File: src/rtl/mem_pkg.sv
// Shared definitions for the two-cache memory arbiter: widths, request field
// layout and the arbiter FSM encoding.
package mem_pkg;

  localparam int ADDR_W = 16;
  localparam int DATA_W = 8;
  localparam int LINE_W = 16;
  localparam int REQ_W  = 1 + DATA_W + ADDR_W;

  // Request layout: {write, data[7:0], address[15:0]}
  localparam int REQ_WRITE_BIT = 24;
  localparam int REQ_DATA_MSB  = 23;
  localparam int REQ_DATA_LSB  = 16;
  localparam int REQ_ADDR_MSB  = 15;
  localparam int REQ_ADDR_LSB  = 0;

  typedef enum logic [1:0] {
    IDLE    = 2'd0,
    ISSUE   = 2'd1,
    RESPOND = 2'd2,
    RELEASE = 2'd3
  } arb_state_e;

  // Line address of a request: the byte address with its lowest bit cleared.
  function automatic logic [ADDR_W-1:0] req_line_addr(input logic [REQ_W-1:0] req);
    return {req[REQ_ADDR_MSB:REQ_ADDR_LSB+1], 1'b0};
  endfunction

endpackage

File: src/rtl/rr_arbiter2.sv
// Two-input round-robin pick. On a tie the port that did not win last time
// is chosen; a lone requester always wins. Purely combinational.
module rr_arbiter2 (
  input  logic req0,
  input  logic req1,
  input  logic last_grant,
  output logic grant,
  output logic valid
);

  // Winner index and "someone is asking" flag
  always_comb begin
    valid = req0 | req1;
    if (req0 && req1) begin
      grant = ~last_grant;
    end else begin
      grant = req1;
    end
  end

endmodule

File: src/rtl/mem_arbiter.sv
// Shares one backing-memory port between two caches, one transaction at a
// time, round-robin on contention. Optional write-invalidate broadcast to the
// non-writing cache is compiled in when MEM_ARBITER_INVALIDATE_EN is defined;
// otherwise the invalidate outputs are tied to zero.
module mem_arbiter
  import mem_pkg::*;
(
  input  logic              clock,
  input  logic              reset,
  input  logic [REQ_W-1:0]  c0_memory_request,
  input  logic [REQ_W-1:0]  c1_memory_request,
  input  logic              c0_memory_request_ready,
  input  logic              c1_memory_request_ready,
  output logic [LINE_W-1:0] c0_memory_response,
  output logic [LINE_W-1:0] c1_memory_response,
  output logic              c0_memory_response_ready,
  output logic              c1_memory_response_ready,
  output logic [ADDR_W-1:0] c0_invalidate_address,
  output logic [ADDR_W-1:0] c1_invalidate_address,
  output logic              c0_invalidate_ready,
  output logic              c1_invalidate_ready,
  output logic [REQ_W-1:0]  memory_request,
  output logic              memory_request_ready,
  input  logic [LINE_W-1:0] memory_response,
  input  logic              memory_response_ready
);

  arb_state_e        state_q, state_d;
  logic [REQ_W-1:0]  req_q;
  logic [LINE_W-1:0] line_q;
  logic              grant_q;
  logic              last_grant_q;
  logic              arb_grant;
  logic              arb_valid;
  logic              granted_ready;

  rr_arbiter2 u_rr (
    .req0       (c0_memory_request_ready),
    .req1       (c1_memory_request_ready),
    .last_grant (last_grant_q),
    .grant      (arb_grant),
    .valid      (arb_valid)
  );

  assign granted_ready = grant_q ? c1_memory_request_ready : c0_memory_request_ready;

  // Next-state and memory-side outputs
  always_comb begin
    // NOTE: every output of this block gets a default first so no path can
    // leave a value unassigned and infer a latch.
    state_d              = state_q;
    memory_request       = '0;
    memory_request_ready = 1'b0;
    unique case (state_q)
      IDLE: begin
        if (arb_valid) state_d = ISSUE;
      end
      ISSUE: begin
        memory_request       = req_q;
        memory_request_ready = 1'b1;
        if (memory_response_ready) state_d = RESPOND;
      end
      RESPOND: begin
        state_d = RELEASE;
      end
      RELEASE: begin
        // A request still held after its response must not be served twice.
        if (!granted_ready) state_d = IDLE;
      end
      default: state_d = IDLE;
    endcase
  end

  // State, latched request/response and round-robin history
  always_ff @(posedge clock or posedge reset) begin
    // NOTE: all state is reset, including the data holding registers, so
    // every output is a known 0 the instant reset asserts.
    if (reset) begin
      state_q      <= IDLE;
      req_q        <= '0;
      line_q       <= '0;
      grant_q      <= 1'b0;
      last_grant_q <= 1'b1;
    end else begin
      // NOTE: non-blocking assignments so every register here samples the
      // pre-edge values, independent of statement order.
      state_q <= state_d;
      if (state_q == IDLE && arb_valid) begin
        req_q   <= arb_grant ? c1_memory_request : c0_memory_request;
        grant_q <= arb_grant;
      end
      if (state_q == ISSUE && memory_response_ready) line_q <= memory_response;
      if (state_q == RESPOND) last_grant_q <= grant_q;
    end
  end

  // Response pulse to the granted cache, decoded from registered state only
  always_comb begin
    c0_memory_response_ready = (state_q == RESPOND) && !grant_q;
    c1_memory_response_ready = (state_q == RESPOND) &&  grant_q;
    c0_memory_response       = c0_memory_response_ready ? line_q : '0;
    c1_memory_response       = c1_memory_response_ready ? line_q : '0;
  end

`ifdef MEM_ARBITER_INVALIDATE_EN
  logic inv_fire;
  assign inv_fire = (state_q == RESPOND) && req_q[REQ_WRITE_BIT];

  // A write by one cache invalidates the same line in the other cache
  always_comb begin
    c0_invalidate_ready   = 1'b0;
    c1_invalidate_ready   = 1'b0;
    c0_invalidate_address = '0;
    c1_invalidate_address = '0;
    if (inv_fire) begin
      if (grant_q) begin
        c0_invalidate_ready   = 1'b1;
        c0_invalidate_address = req_line_addr(req_q);
      end else begin
        c1_invalidate_ready   = 1'b1;
        c1_invalidate_address = req_line_addr(req_q);
      end
    end
  end
`else
  assign c0_invalidate_ready   = 1'b0;
  assign c1_invalidate_ready   = 1'b0;
  assign c0_invalidate_address = '0;
  assign c1_invalidate_address = '0;
`endif

endmodule

File: config.mk
export PLATFORM = sky130hd
export DESIGN_NAME = mem_arbiter
export DESIGN_NICKNAME = d
export VERILOG_FILES = /design/src/rtl/mem_pkg.sv /design/src/rtl/rr_arbiter2.sv /design/src/rtl/mem_arbiter.sv
export SDC_FILE = /design/constraint.sdc
export NUM_CORES = 1
export LEC_CHECK = 0
export CAP_MARGIN = 20
export CORE_ASPECT_RATIO = 0.7
export CORE_MARGIN = 5
export CORE_UTILIZATION = 40
export CTS_CLUSTER_SIZE = 40
export DETAILED_ROUTE_END_ITERATION = 12
export PLACE_DENSITY = 0.89
export SYNTH_ARGS = -nofsm -noshare
export SYNTH_HDL_FRONTEND = slang
export SYNTH_HIERARCHICAL = 1
export SYNTH_SLANG_ARGS = --single-unit
File: constraint.sdc
create_clock -name clock -period 2.55 [get_ports clock]
set_input_delay 0.255 -clock clock [delete_from_list [all_inputs] [get_ports clock]]
set_output_delay 0.255 -clock clock [all_outputs]
set_load 0.02 [all_outputs]
==> summary.md, run 1 <==
| Metric | Value |
|---|---|
| NetSw | `around 1.6 mW` |
| Die area | `roughly 8400 um2` |
| Buf+Inv Stages, Crit Path | `2` |
| GP Congestion | `between 0.7 and 0.8` |
| Mux cell area share after synthesis | `a little under a fifth` |
| Max clock buf depth | `2` |
| Worst stage delay on the critical path | `between 0.6 and 0.7 ns` |
| Cts hold-fix bufs | `0` |
| Setup WS post-layout | `~0.19 ns` |
| Initial antenna violation count | `0` |
| Slack of the worst reg-to-reg path | `~0.76 ns` |
| Slowest-stage cell, CP | `clkdlybuf4s50_1` |
| Dpl hpwl | `between 5 and 6 mm` |
| Number of CTS-inserted buffers | `5` |
| IO Count | `between 150 and 200` |
| Lkg Pwr | `1.78 nW` |
| Final period util | `92.7%` |
| DRT Pass-1 Iters | `4` |
| Layout fillers | `529` |
| Synth Area in Simple Gates | `18.3%` |
| Root buf cell | `clkbuf_8` |
| Worst setup SP type | `flop` |
| First-pass GRT wire length | `11.3 mm` |
| Area leader, netlist | `dfrtp_1` |
| # DRC | `0` |
| Multi-input gate area | `about 1300 um2` |
| Post-route ant nets | `0` |
| Clk pin slew, worst setup/hold paths | `roughly 0.08 ns` |
| Area contributors post-synth | `dfrtp_1 (42%), and2_1 (10%), mux2i_1 (9.8%), buf_4 (9.7%), mux2_2 (7.2%)` |
| Clk pwr share | `between 10% and 20%` |
| Pins Over Slew Limit | `0` |
| Layout cells sized above 1 | `9.14%` |
| Internal Power | `2.47 mW` |
| CTS tree | `built` |
| Largest family of logic cells by synthesized area | `multiplexers` |
| Flops & latches, synth | `45` |
| H-tree Lvls | `2` |
| Sequential power share | `between 30% and 40%` |
| Max_cap viols | `0` |
| Peak VDD IR | `around 0.5 mV` |
| Synth cell types | `20` |
| DR WL/cell | `between 10 and 15 um` |
| RSZ-0062 raised after global routing | `false` |
| Worst EP arrival | `2.11 ns` |
| Initial drt markers | `60` |
| GR Overflow Total | `0` |
| Max Clk Rate | `approximately 420 MHz` |
| Async SR Flop Fraction | `between 90% and 100%` |
| FP Rows | `24` |
| YS warnings | `6` |
| Synth Flop Type | `dfrtp_1` |
| Power density cells | `a little over 1000 nW/um2` |
| Pre-CTS WS | `0.270 ns` |
| Largest net degree at the start of global routing | `39` |
| Crit path required time | `2.30 ns` |
| Synth Area in Adders | `under 10%` |
| Initial core utilization | `between 40% and 50%` |
| CP max FO | `17` |
| Gate power share | `57.9%` |
| Sequential cell area | `~1100 um2` |
| Yosys top cell area share | `a little over two fifths` |
| Synthesized area per cell | `around 9.9 um2` |
| Critical path type | `reg -> out` |
| Sequential share of the synthesized area | `between 40% and 50%` |
| Total chip power | `4.12 mW` |
| Skew-Pair Late Insertion Delay | `just under 0.3 ns` |
| # diodes | `0` |
| Vias per inst | `4.49` |
| Layout net count | `468` |
| Post-DP Area | `between 3000 and 4000 um2` |
| Most common cell in the synthesized netlist | `dfrtp_1` |
| Final Hold Slack | `0.240 ns` |
| Clk_skew | `approximately 0.0057 ns` |
| Synth top cells by count | `dfrtp_1 (44), and2_1 (43), buf_4 (34), mux2i_1 (26), nor2_1 (26)` |
| Vias in the first global route | `2287` |
| Total wire length | `7.09 mm` |
| Final setup fails | `0` |
| Die Height | `~80 um` |
| XOR/XNOR Fraction of Synth Area | `0%` |
| Die X | `roughly 110 um` |
| Post-Syn Area | `~2600 um2` |
| GRT Util Overall | `between 10% and 20%` |
| Post-synth EDFFs | `0` |
| Via count | `~2200` |
| Worst path cell trace | `inv_1 > ha_1 > and2b_2 > and2_1 > clkdlybuf4s50_1` |
| Critical Path Sink Type | `primary output` |
| Largest delay share family, worst path | `buffers and inverters` |
| Min-Delay Path Class | `in -> async` |
| Core area | `6340 um2` |
| Switching Fraction | `between 30% and 40%` |
| Final hold viol count | `0` |
| Area Overhead vs Synth | `51.8%` |
| Min cycle time layout | `roughly 2.4 ns` |
| Status | `complete, no violations` |
| IO buf count | `130` |
| CTS sink cnt | `45` |
| Post-synthesis compound-gate area fraction | `5.40%` |
| Setup TNS | `0 ns` |
| Post-Syn Instances | `~270` |
| Final instance area | `roughly 4000 um2` |
per-layer routing:
metal	routed length, um	up-vias	global-route usage [%]
li1	-	1059	-
met3	525	7	4.64
met4	68	0	3.58
met2	3620	79	30.1
met5	0	-	0
met1	2870	1033	20.0
placed cells by master (no fill, tap or decap), drive strengths merged:
cell type	count
and3	16
inv	5
buf	7
clkbuf	8
a21oi	25
a222oi	1
mux2i	26
or2	1
dfstp	1
nand2	1
dfrtp	44
conb	34
and2b	1
ha	4
clkdlybuf4s50	130
mux2	20
and2	43
a21boi	1
nor2	26
area by class of cell:
class | count | area share, %
well taps | 91 | 2.84
flip-flops and latches | 45 | 28.1
clock buffers | 8 | 2.25
repair buffers | 137 | 33.8
multi-input cells | 199 | 32.6
inverters | 5 | 0.468
power by group through the flow:
stage	clock network (mW)	registers, mW	logic [mW]
finish	0.448	1.29	2.39
global placement	0	1.28	2.33
global route	0.503	1.34	2.59
detailed placement	0	1.30	2.41
floorplan	0	1.22	1.50
CTS	0.466	1.29	2.41
registers in the layout, summed over array words and instances, names as in the netlist:
signal,flops
req_q,25
line_q,16
state_q,2
grant_q,1
last_grant_q,1
kinds of logic after synthesis:
kind of cell               count (synthesis)
and+or+nand+nor                           88
buffers and inverters                     57
muxes                                     46
DFF                                       45
AOI/OAI and AO/OA                         27
adders and majority gates                  4
other                                      1
metrics by stage:
| stage | util [%] | instances |
|---|---|---|
| 3_3_place_gp | 61.8 | 477 |
| 6_report | 63.3 | 485 |
| 5_1_grt | 63.3 | 485 |
| 4_1_cts | 63.3 | 485 |
| 2_1_floorplan | - | 301 |
| 3_5_place_dp | 61.8 | 477 |
path summary, 6_finish.rpt:
check                      startpoint                    end  cells past startpoint
setup / recovery           state_q[0]  c0_memory_response[7]                      5
hold / removal                  reset              req_q[24]                      2
setup reg to reg           state_q[1]             state_q[1]                      4
hold reg to reg            line_q[10]             line_q[10]                      1
max in group asynchronous       reset           last_grant_q                      3
min in group clock         line_q[10]             line_q[10]                      1
timing repair:
item	4_1_cts	5_1_grt
gates resized for setup	1	1
endpoints found under the setup margin	25	16
cloned	0	0
setup buffers	0	0
Note: power is estimated with default switching activity, not from simulation.
==> inputs of run 2 (changes only) <==
Settings changed: CORE_MARGIN 5 to not set.
==> run 2 against run 1 <==
Net effect: clock skew grew 0.0057 ns; register-to-register slack lost 0.03 ns; critical path depth shrank 1; global-route usage grew 2.2 points; maximum frequency shrank 0.22%; worst hold slack lost 0.012 ns; sequential cell count is the same; final cell count shrank 2.7%; cell area is essentially flat; clock power grew 3%; sequential share of layout area is essentially flat; routed wire length shrank 9.0%; critical endpoint is now memory_request[6]; largest power group unchanged.
==> summary.md, run 2 (same netlist as run 1, synthesis figures left out) <==
| Metric | Value |
|---|---|
| Max_cap viols | `0` |
| Setup TNS | `0 ns` |
| Worst stage delay on the critical path | `0.62 ns` |
| Slew @ Worst Pin | `roughly 0.52 ns` |
| Skew-Pair Late Insertion Delay | `~0.30 ns` |
| Critical Path Sink Type | `primary output` |
| Fin util | `between 60% and 70%` |
| Pins Over Slew Limit | `0` |
| Largest net degree at the start of global routing | `29` |
| Worst path cell trace | `inv_1 > ha_2 > and2_1 > clkdlybuf4s50_1` |
| Slowest-stage cell, CP | `clkdlybuf4s50_1` |
| Power density cells | `~1000 nW/um2` |
| Max FFs per register | `25` |
| Min-Delay Path Class | `in -> async` |
| Most common cell after layout, fill and taps aside | `clkdlybuf4s50_1` |
| # diodes | `0` |
| Area Overhead vs Synth | `51.8%` |
| First-pass GRT wire length | `approximately 10 mm` |
| H-tree Lvls | `2` |
| Worst EP arrival | `about 2.1 ns` |
| GRT Util Overall | `18.9%` |
| Clk pin slew, worst setup/hold paths | `0.09 ns` |
| Vias per inst | `between 4 and 5` |
| # DRC | `0` |
| Final Hold Slack | `around 0.23 ns` |
| Via count | `2165` |
| Clk_skew | `around 0.011 ns` |
| Layout net count | `roughly 470` |
| Critical path type | `reg -> out` |
| Buf+Inv Stages, Crit Path | `2` |
| Initial drt markers | `just over 40` |
| Post-DP Area | `roughly 3900 um2` |
| Status | `complete, no violations` |
| FP Rows | `24` |
| Largest reg by FF count | `req_q` |
| Total wire length | `roughly 6.5 mm` |
| Crit path required time | `~2.3 ns` |
| Most frequent cells in the layout | `clkdlybuf4s50_1 (130), dfrtp_1 (44), and2_1 (42)` |
| Max Clk Rate | `between 400 and 500 MHz` |
| Final hold viol count | `0` |
| Initial antenna violation count | `0` |
| Final period util | `between 90% and 100%` |
| CP max FO | `28` |
| Die Height | `about 70 um` |
| Post-route ant nets | `0` |
| RSZ-0062 raised after global routing | `false` |
| Layout cells sized above 1 | `around 9.6%` |
| CTS tree | `built` |
| Largest delay share family, worst path | `buffers and inverters` |
| Regs by FF count | `req_q: 25 flops, line_q: 16 flops, state_q: 2 flops` |
| DR WL/cell | `around 14 um` |
| IO buf count | `between 100 and 150` |
| Worst setup SP type | `flop` |
| Vias in the first global route | `~2200` |
| IO Count | `roughly 170` |
| Min cycle time layout | `~2.4 ns` |
| Cts hold-fix bufs | `0` |
| Dpl hpwl | `approximately 5 mm` |
| Total chip power | `approximately 4.1 mW` |
| Lkg Pwr | `roughly 1.8 nW` |
| Peak VDD IR | `about 0.56 mV` |
| Final instance area | `approximately 4000 um2` |
| GR Overflow Total | `0` |
| Number of CTS-inserted buffers | `5` |
| Die area | `just under 7000 um2` |
| Max clock buf depth | `2` |
| Initial core utilization | `41.9%` |
| CTS sink cnt | `45` |
| GP Congestion | `between 0.7 and 0.8` |
| Die X | `99.1 um` |
| Core area | `6310 um2` |
| Layout fillers | `around 520` |
| Slew margin rel. | `roughly two thirds` |
| Root buf cell | `clkbuf_8` |
| DRT Pass-1 Iters | `4` |
| Final setup fails | `0` |
## run 2: worst reg2reg max path, cell delays in order (launching register included)
cell	delay [ns]
dfrtp_1	0.40
inv_1	0.08
ha_2	0.33
a222oi_1	0.53
mux2_1	0.38
## run 2: path summary, 6_finish.rpt
path                                 start           endpoint  slack (ns)  depth (start not counted)
worst max-delay path            state_q[1]  memory_request[6]        0.18                          4
worst min-delay path                 reset           req_q[2]        0.23                          2
worst max register to register  state_q[1]         state_q[1]        0.73                          4
worst min register to register   line_q[2]          line_q[2]        0.52                          1
max in group asynchronous            reset       last_grant_q        1.69                          3
min in group clock               line_q[2]          line_q[2]        0.52                          1
## run 2: repair_timing
| item | CTS | global route |
|---|---|---|
| gates resized for setup | 1 | 1 |
| setup buffers | 0 | 0 |
| cloned | 0 | 0 |
| setup endpoints to repair | 26 | 16 |
## run 2: final cells by class
cell class              instances  area [um2]  area share [%]
inverters                       5        18.8           0.468
clock buffers                   6        82.6            2.06
repair buffers                137        1370            34.1
clock inverters                 2        13.8           0.343
well taps                      78        97.6            2.43
multi-input cells             199        1310            32.6
flip-flops and latches         45        1130            28.1
## run 2: through the flow
| step | worst slack [ns] | cells |
|---|---|---|
| after floorplan | 0.796 | 301 |
| after global placement | 0.325 | 464 |
| after detailed placement | 0.209 | 464 |
| after CTS | 0.0279 | 472 |
| after global routing | 0.0209 | 472 |
| final | 0.181 | 472 |
## run 2: routing by layer
metal	share of wire [%]	GRT usage [%]
met3	6.7	5.21
met5	0	0
met1	43	24.2
met4	0.62	4.25
met2	50	32.1
## run 2: power by group
part           total [mW]  internal (mW)  switching, mW
sequential           1.28           1.08          0.203
clock               0.463          0.220          0.243
combinational        2.39           1.18           1.21
